`config.mk`:
```
export PLATFORM = sky130hd
export DESIGN_NAME = hvac_actuator_ctrl
export DESIGN_NICKNAME = d
export VERILOG_FILES = /design/src/rtl/hvac_pkg.sv /design/src/rtl/hvac_actuator_ctrl_dwell_timer.sv /design/src/rtl/hvac_actuator_ctrl.sv
export SDC_FILE = /design/constraint.sdc
export NUM_CORES = 1
export LEC_CHECK = 0
export CORE_MARGIN = 1.5
export CORE_UTILIZATION = 30
export CTS_CLUSTER_SIZE = 20
export DETAILED_ROUTE_END_ITERATION = 8
export GPL_ROUTABILITY_DRIVEN = 0
export GPL_TIMING_DRIVEN = 0
export SKIP_CTS_REPAIR_TIMING = 1
export SLEW_MARGIN = 10
export SYNTH_ARGS = -nofsm -noshare
export SYNTH_HDL_FRONTEND = slang
export SYNTH_SLANG_ARGS = --single-unit
```
`constraint.sdc`:
```
create_clock -name clk -period 2.16 [get_ports clk]
set_input_delay 0.324 -clock clk [delete_from_list [all_inputs] [get_ports clk]]
set_output_delay 0.324 -clock clk [all_outputs]
set_load 0.02 [all_outputs]
```
`src/rtl/hvac_pkg.sv`:
```
// Shared definitions for the HVAC actuator stage: state encoding, the
// request codes exchanged with the AC controller, and default timing.
package hvac_pkg;

    typedef enum logic [1:0] {
        ST_IDLE = 2'b00,
        ST_HEAT = 2'b01,
        ST_COOL = 2'b10,
        ST_REST = 2'b11
    } state_e;

    typedef enum logic [1:0] {
        AC_IDEAL   = 2'b00,
        AC_COOLING = 2'b01,
        AC_HEATING = 2'b10
    } ac_req_e;

    localparam int DEF_MIN_ON  = 8;
    localparam int DEF_MIN_OFF = 6;
    localparam int DEF_FAN_RUN = 4;
    localparam int DEF_CNT_W   = 8;

    // Collapse the two request lines into one code. A contradictory
    // request (both high) is treated as "no valid request".
    function automatic ac_req_e decode_req(input logic heat, input logic cool);
        case ({heat, cool})
            2'b10:   return AC_HEATING;
            2'b01:   return AC_COOLING;
            default: return AC_IDEAL;
        endcase
    endfunction

endpackage

```
`src/rtl/hvac_actuator_ctrl_dwell_timer.sv`:
```
// Saturating dwell counter: synchronous clear, count enable, async reset.
// Also exposes the value it will hold after the next edge so registered
// outputs can be computed from it.
module dwell_timer
    import hvac_pkg::*;
#(
    parameter int CNT_W = DEF_CNT_W
) (
    input  logic             clk,
    input  logic             rst_n,
    input  logic             clr_i,
    input  logic             en_i,
    output logic [CNT_W-1:0] count_o,
    output logic [CNT_W-1:0] count_next_o
);

    localparam logic [CNT_W-1:0] CNT_MAX = '1;

    logic [CNT_W-1:0] count_q;
    logic [CNT_W-1:0] count_d;

    // Next count: clear wins, otherwise increment until saturated.
    always_comb begin
        count_d = count_q;
        if (clr_i) begin
            count_d = '0;
        end else if (en_i && (count_q != CNT_MAX)) begin
            count_d = count_q + 1'b1;
        end
    end

    // Counter register.
    always_ff @(posedge clk or negedge rst_n) begin
        if (!rst_n) begin
            count_q <= '0;
        end else begin
            count_q <= count_d;
        end
    end

    assign count_o      = count_q;
    assign count_next_o = count_d;

endmodule

```
`src/rtl/hvac_actuator_ctrl.sv`:
```
// HVAC actuator controller: turns heating/cooling requests into heater,
// cooler and fan enables with minimum on-time, post-off rest period, fan
// overrun, mutual exclusion of heater/cooler, and a contradiction fault.
module hvac_actuator_ctrl
    import hvac_pkg::*;
#(
    parameter int MIN_ON  = DEF_MIN_ON,
    parameter int MIN_OFF = DEF_MIN_OFF,
    parameter int FAN_RUN = DEF_FAN_RUN,
    parameter int CNT_W   = DEF_CNT_W
) (
    input  logic       clk,
    input  logic       rst_n,
    input  logic       heating_req,
    input  logic       cooling_req,
    output logic       heater_en,
    output logic       cooler_en,
    output logic       fan_en,
    output logic [1:0] state,
    output logic       fault
);

    localparam logic [CNT_W-1:0] ON_LAST  = CNT_W'(MIN_ON - 1);
    localparam logic [CNT_W-1:0] OFF_LAST = CNT_W'(MIN_OFF - 1);
    localparam logic [CNT_W-1:0] FAN_LIM  = CNT_W'(FAN_RUN);

    state_e           state_q;
    state_e           state_d;
    ac_req_e          req;
    logic             heater_q;
    logic             heater_d;
    logic             cooler_q;
    logic             cooler_d;
    logic             fan_q;
    logic             fan_d;
    logic             fault_q;
    logic             cnt_clr;
    logic [CNT_W-1:0] cnt_q;
    logic [CNT_W-1:0] cnt_next;

    assign req = decode_req(heating_req, cooling_req);

    // Next-state logic; actuators only release after their minimum on-time
    // and every release goes through REST.
    always_comb begin
        // NOTE: default assigned first so every path drives state_d and no latch is inferred.
        state_d = state_q;
        case (state_q)
            ST_IDLE: begin
                if (req == AC_HEATING) begin
                    state_d = ST_HEAT;
                end else if (req == AC_COOLING) begin
                    state_d = ST_COOL;
                end
            end
            ST_HEAT: begin
                if ((req != AC_HEATING) && (cnt_q >= ON_LAST)) begin
                    state_d = ST_REST;
                end
            end
            ST_COOL: begin
                if ((req != AC_COOLING) && (cnt_q >= ON_LAST)) begin
                    state_d = ST_REST;
                end
            end
            ST_REST: begin
                if (cnt_q == OFF_LAST) begin
                    state_d = ST_IDLE;
                end
            end
            default: state_d = ST_IDLE;
        endcase
    end

    // The dwell counter restarts on every state entry.
    assign cnt_clr = (state_d != state_q);

    dwell_timer #(
        .CNT_W (CNT_W)
    ) u_dwell_timer (
        .clk          (clk),
        .rst_n        (rst_n),
        .clr_i        (cnt_clr),
        .en_i         (1'b1),
        .count_o      (cnt_q),
        .count_next_o (cnt_next)
    );

    // Output decode from the upcoming state so enables are registered
    // alongside the state they belong to.
    always_comb begin
        heater_d = (state_d == ST_HEAT);
        cooler_d = (state_d == ST_COOL);
        fan_d    = (state_d == ST_HEAT) || (state_d == ST_COOL) ||
                   ((state_d == ST_REST) && (cnt_next < FAN_LIM));
    end

    // State and output registers, cleared asynchronously.
    always_ff @(posedge clk or negedge rst_n) begin
        if (!rst_n) begin
            state_q  <= ST_IDLE;
            heater_q <= 1'b0;
            cooler_q <= 1'b0;
            fan_q    <= 1'b0;
            fault_q  <= 1'b0;
        end else begin
            // NOTE: non-blocking so every register samples pre-edge values.
            state_q  <= state_d;
            heater_q <= heater_d;
            cooler_q <= cooler_d;
            fan_q    <= fan_d;
            fault_q  <= heating_req & cooling_req;
        end
    end

    assign heater_en = heater_q;
    assign cooler_en = cooler_q;
    assign fan_en    = fan_q;
    assign state     = state_q;
    assign fault     = fault_q;

endmodule

```
* Word-level counts from Yosys, hierarchy flattened *
Cells that the tools add are included.

cells by class
  magnitude comparators = 2
  reduce and logical (&&, ||, !) cells = 6
  add/sub/neg operators = 1
  multiplexer cells = 9
  equality and inequality tests = 15
  bitwise gates (word level) = 1

operators with widths
  operator                                                                             count
  8-bit 2-to-1 mux                                                                     2
  2-bit equality test, second input constant                                           6
  2-bit 2-to-1 mux                                                                     5
  8-bit by 1-bit adder with 8-bit output, second input constant                        1
  2-bit by 1-bit equality test with 1-bit output, second input constant                4
  8-bit by 3-bit equality test with 1-bit output, second input constant                1
  8-bit by 3-bit greater-or-equal comparator with 1-bit output, second input constant  1
  8-bit by 3-bit < comparator with 1-bit output, second input constant                 1
  8-bit != test, second input constant                                                 1
  2-bit one-hot mux with 4 select lines                                                1
  2-bit one-hot mux with 2 select lines                                                1
  1-bit logical AND                                                                    3
  2-bit logical NOT                                                                    1
  1-bit logical OR                                                                     2
  2-bit by 1-bit != test with 1-bit output, second input constant                      1
  2-bit != test                                                                        1
  2-bit != test, second input constant                                                 1
  1-bit bitwise AND                                                                    1

storage, ports and cells
  output and inout bits = 6
  logic and storage cells = 40
  input port bits = 4
  register bits = 14

* Logic depth before layout (Yosys ltp) *
Gate-level depths: netlist (run 1).

  depth in word-level cells = 11
  mapped depth = 9
  mapped depth without buffers = 9

* Modules after synthesis *
A second synthesis (run 1) with hierarchy kept.

second synthesis, totals
  cells, all modules = 84
  area, all modules = 888.4 um2

modules (own cells, without submodules)
  module              times used  seq. area each (um2)  area each (um2)  cells an instance
  dwell_timer         1           200.2                 499.2            45
  hvac_actuator_ctrl  1           150.1                 389.1            39

* Worst setup path before layout (run 1) *
OpenSTA, ideal clock, no wires.

  path type = reg-to-reg
  start = reg u_dwell_timer.count_q[5] (netlist: u_dwell_timer.count_o[5])
  end = reg fan_q (netlist: fan_en)
  setup time = 124 ps
  slack = -50 ps
  required time = 2036 ps
  path buffers = 1
  arrival = 2086 ps
  stages on the path, launching flop included = 10
  period minus slack after synthesis = 2210 ps
  cell sequence = dfrtp_1 buf_6 or3_4 o31ai_2 a21oi_1 a311oi_1 nor2_1 ha_1 o2111a_1 a211o_1

between the ends
  word-level cells in the longest chain between the ends = 9
  elaborated cells between the ends (all ways) = 20
  classes of those cells = add/sub: 1; order compare: 2; eq/ne: 6; mux: 6; reduce/logical: 5

ends and longest elaborated chain
  item                                                          RTL line                                            RTL
  start, declared                                               hvac_actuator_ctrl_dwell_timer.sv:19                logic [CNT_W-1:0] count_q;
  start signal, assigned                                        hvac_actuator_ctrl_dwell_timer.sv:37                count_q <= count_d;
  8-bit by 3-bit greater-or-equal comparator with 1-bit output  hvac_actuator_ctrl.sv:57, hvac_actuator_ctrl.sv:62
  1-bit logical AND, on equally long branches                   hvac_actuator_ctrl.sv:62, hvac_actuator_ctrl.sv:57
  2-bit 2-to-1 mux, on equally long branches                    hvac_actuator_ctrl.sv:62, hvac_actuator_ctrl.sv:57
  2-bit one-hot mux with 4 select lines (*)                     hvac_actuator_ctrl.sv:48                            case (state_q)
  net state_d[0]                                                hvac_actuator_ctrl.sv:28                            state_e state_d;
  2-bit != test                                                 hvac_actuator_ctrl.sv:76                            assign cnt_clr = (state_d != state_q);
  8-bit 2-to-1 mux                                              hvac_actuator_ctrl_dwell_timer.sv:25                if (clr_i) begin
  8-bit by 3-bit < comparator with 1-bit output                 hvac_actuator_ctrl.sv:95                            ((state_d == ST_REST) && (cnt_next < FAN_LIM));
  1-bit logical AND                                             hvac_actuator_ctrl.sv:95
  1-bit logical OR (*)                                          hvac_actuator_ctrl.sv:94                            fan_d = (state_d == ST_HEAT) || (state_d == ST_COOL) ||
  net fan_d                                                     hvac_actuator_ctrl.sv:35                            logic fan_d;
  end signal, assigned                                          hvac_actuator_ctrl.sv:111                           fan_q <= fan_d;
  end, declared                                                 hvac_actuator_ctrl.sv:34                            logic fan_q;

The timed path passes the listed nets; every way through them passes the cells marked *.

* Final worst setup path (run 1) *
Ends and elaborated chain as after synthesis.

==> impl_metrics.yaml, run 1 <==
setup_path:
  worst_r2r_path_depth: 8
  path_cells: "buf_6 > or3_4 > o31ai_4 > a21oi_2 > a311oi_2 > nor2_2 > ha_2 > a211o_1"
  arrival_ns: 2.41
  max_stage_delay_ns: 0.42
  path_class: "flop to flop"
  startpoint_type: "flop"
  r2r_end: "fan_en$_DFF_PN0_"
  worst-r2r-setup-slack_ns: -0.08
  cp_slowest_cell: "or3_4"
  worstPathMaxFanout: 6
  rr_startpoint: "u_dwell_timer.count_o[5]$_DFF_PN0_"
  critical-path-top-delay-family: "compound AO/OA/AOI/OAI gates"
  required_ns: 2.32
  path_buf_inv: 1
  critPathCaptureType: "flop"
timing:
  min_period_ns: 2.24
  setup_slack_ns: -0.0837
  tightest_slew_ns: 0.707
  holdWs_ns: 0.421
  finalHoldViolCount: 0
  fin_setup_tns_ns: -0.0837
  rsz0062_at_grt: "yes"
  slew_headroom_pct: 52.7
  finalCritPeriodShare_pct: 104
  fin_skew_ns: 0.00891
  setup_viol: 1
  max_freq_mhz: 446
  maxSlewViolCount: 0
power:
  power_frac_seq_pct: 38.0
  intPower_w: 0.000703
  switching_share_pct: 40.2
  p_sw_w: 0.000472
  clkPwrFrac_pct: 12.4
  p_leak_nw: 0.524
  ir_drop_uv: 377
  p_total_w: 0.00117
  power_frac_comb_pct: 49.6
  power.density_nw_per_um2: 941
floorplanning:
  num_io_pins: 10
  core.rowCount: 20
  die_w_um: 59.9
  die_height_um: 59.9
  initial_core_util_pct: 31.6
  die_area_um2: 3590
  core_area_um2: 3080
min_path:
  holdPathEnd: "fault$_DFF_PN0_"
  min_from: "cooling_req"
  hold_class: "primary input to flop"
  worstHoldPathCells: 2
global_routing:
  grt_overflow: 0
  grt_pass1_vias: 795
  antenna_found_initial: 0
  grt_util_all_layers_pct: 13.2
  grt_max_degree: 15
  grt_pass1_wl_um: 3560
cells_and_area:
  layout_common_cells: "nor2_1, dfrtp_1, buf_4, clkdlybuf4s50_1, nor3_1"
  layout_commonest_cell: "nor2_1"
  drive_above_1_share_pct: 28.5
  num_antenna_cells: 0
  layout.nets: 141
  area_delta_synth_final_pct: 28.4
  fin_cells: 174
cts:
  clk-insertion-delay-late_ns: 0.28
  htree_num_levels: 1
  root_buffer: "clkbuf_4"
  cts.sinks: 14
  clk_pin_slew_ns: 0.09
  cts.path.max_buffers: 2
  cts_tree: "done"
  cts_buffers: 3
drt:
  route.detailed.drc: 0
  totalWireLength_um: 2200
  wl_per_cell_um: 12.7
  via_count: 899
  first_pass_iters: 4
  drt_iter0_markers: 21
  drtAntennaViolNets: 0
  vias_per_cell: 5.17
placement:
  place.detailed.hpwl_um: 1500
  port_buffers: 8
  place_ws_ns: -0.143
  place_inst: 161
yosys:
  ys.warnings.count: 0
  synthDistinctLibCells: 43
  synthesis.nets: 118
  yosysSeqAreaShare_pct: 36.0
  netlist_area_um2: 972
  ys.flop_type: "dfrtp_1"
  synth-async-reset-ratio_pct: 100
  ys_seq_elements: 14
  postSynthAreaPerCell_um2: 8.92
  synth_cells: 109
  synth_edf_count: 0
run_status:
  status: "finished, violations left"
  violations: "setup timing"
job:
  maxCapViolCount: 0
## stage by stage
| stage | utilization [%] | cell area [um2] |
|---|---|---|
| after global routing | 40.6 | 1250 |
| after global placement | 36.1 | 1110 |
| after CTS | 36.8 | 1130 |
| final | 40.6 | 1250 |
| after detailed placement | 36.1 | 1110 |
| after floorplan | - | 975 |
## layer usage
layer	global-route usage (%)	up-vias	routed length, um
met5	0	-	0
met4	3.17	0	0
met3	3.90	0	72
met2	21.6	18	1140
met1	17.0	437	994
li1	-	444	-
## cell type report
type                       count  area [um2]
buffer                         6        35.0
clock buffer                   3        22.5
fill                         322        1830
inverter                       2        7.51
multi-input combinational     87         621
sequential                    14         353
tap                           44        55.1
timing repair buffer          18         155
## logic make-up (layout without fill, tap and decap cells)
kind of cell	count (synthesis)	count (layout)	share of synthesized area (%)
xor+xnor	3	3	2.70
flops	14	14	36.0
compound gates	27	27	21.2
simple gates	52	52	29.2
buf+inv	8	29	4.38
fa+ha+maj	5	5	6.44
## synth_stat cells (2+ instances only)
master    instances  share of area (%)
dfrtp_1          14                 36
and3_1            3                1.9
a31oi_1           2                1.3
buf_2             4                2.1
and2_1            2                1.3
nand2_1           5                1.9
nor2_1           15                5.8
o21ai_0           3                1.5
ha_1              5                6.4
xnor2_1           2                1.8
and3b_1           2                1.8
a211oi_1          5                3.9
nor3_1            6                3.1
nand3_1           4                2.1
nand2b_1          2                1.3
or2_1             2                1.3
inv_1             2               0.77
and3_2            2                1.5
a21oi_1           5                2.6
## registers in the layout, indices dropped and copies added, names as in the netlist
| register | cells |
|---|---|
| heater_en | 1 |
| u_dwell_timer.count_o | 8 |
| fan_en | 1 |
| fault | 1 |
| cooler_en | 1 |
| state | 2 |
## power by group through the flow
stage	clock (W)	combinational (W)	sequential [W]
2_1_floorplan	0	0.000350	0.000427
3_3_place_gp	0	0.000415	0.000449
3_5_place_dp	0	0.000436	0.000450
4_1_cts	0.000153	0.000437	0.000446
5_1_grt	0.000169	0.000652	0.000465
6_report	0.000146	0.000583	0.000446
## worst max-delay path by stage
stage,start,to,slack [ns],cells after the start
finish,u_dwell_timer.count_o[5]$_DFF_PN0_,fan_en$_DFF_PN0_,-0.08,8
global route,u_dwell_timer.count_o[5]$_DFF_PN0_,fan_en$_DFF_PN0_,-0.18,9
CTS,u_dwell_timer.count_o[5]$_DFF_PN0_,fan_en$_DFF_PN0_,-0.18,9
detailed placement,u_dwell_timer.count_o[5]$_DFF_PN0_,fan_en$_DFF_PN0_,-0.14,9
global placement,u_dwell_timer.count_o[5]$_DFF_PN0_,fan_en$_DFF_PN0_,-0.14,9
floorplan,u_dwell_timer.count_o[5]$_DFF_PN0_,fan_en$_DFF_PN0_,0.007,9
No activity file was read; power rests on OpenSTA's default activity.
==> run 2: changes to the inputs <==
--- a/config.mk
+++ b/config.mk
@@ -16,3 +16,4 @@
 export SYNTH_ARGS = -nofsm -noshare
 export SYNTH_HDL_FRONTEND = slang
 export SYNTH_SLANG_ARGS = --single-unit
+export TNS_END_PERCENT = 30
==> results of run 2 <==
Same layout as run 1: the final DEF is identical, and so are final timing and power.
==> run 3: changes to the inputs <==
--- a/config.mk
+++ b/config.mk
@@ -12,7 +12,7 @@
 export GPL_ROUTABILITY_DRIVEN = 0
 export GPL_TIMING_DRIVEN = 0
 export SKIP_CTS_REPAIR_TIMING = 1
-export SLEW_MARGIN = 10
+export SLEW_MARGIN = 40
 export SYNTH_ARGS = -nofsm -noshare
 export SYNTH_HDL_FRONTEND = slang
 export SYNTH_SLANG_ARGS = --single-unit
==> results of run 3 <==
Same layout as run 1: the final DEF is identical, and so are final timing and power.
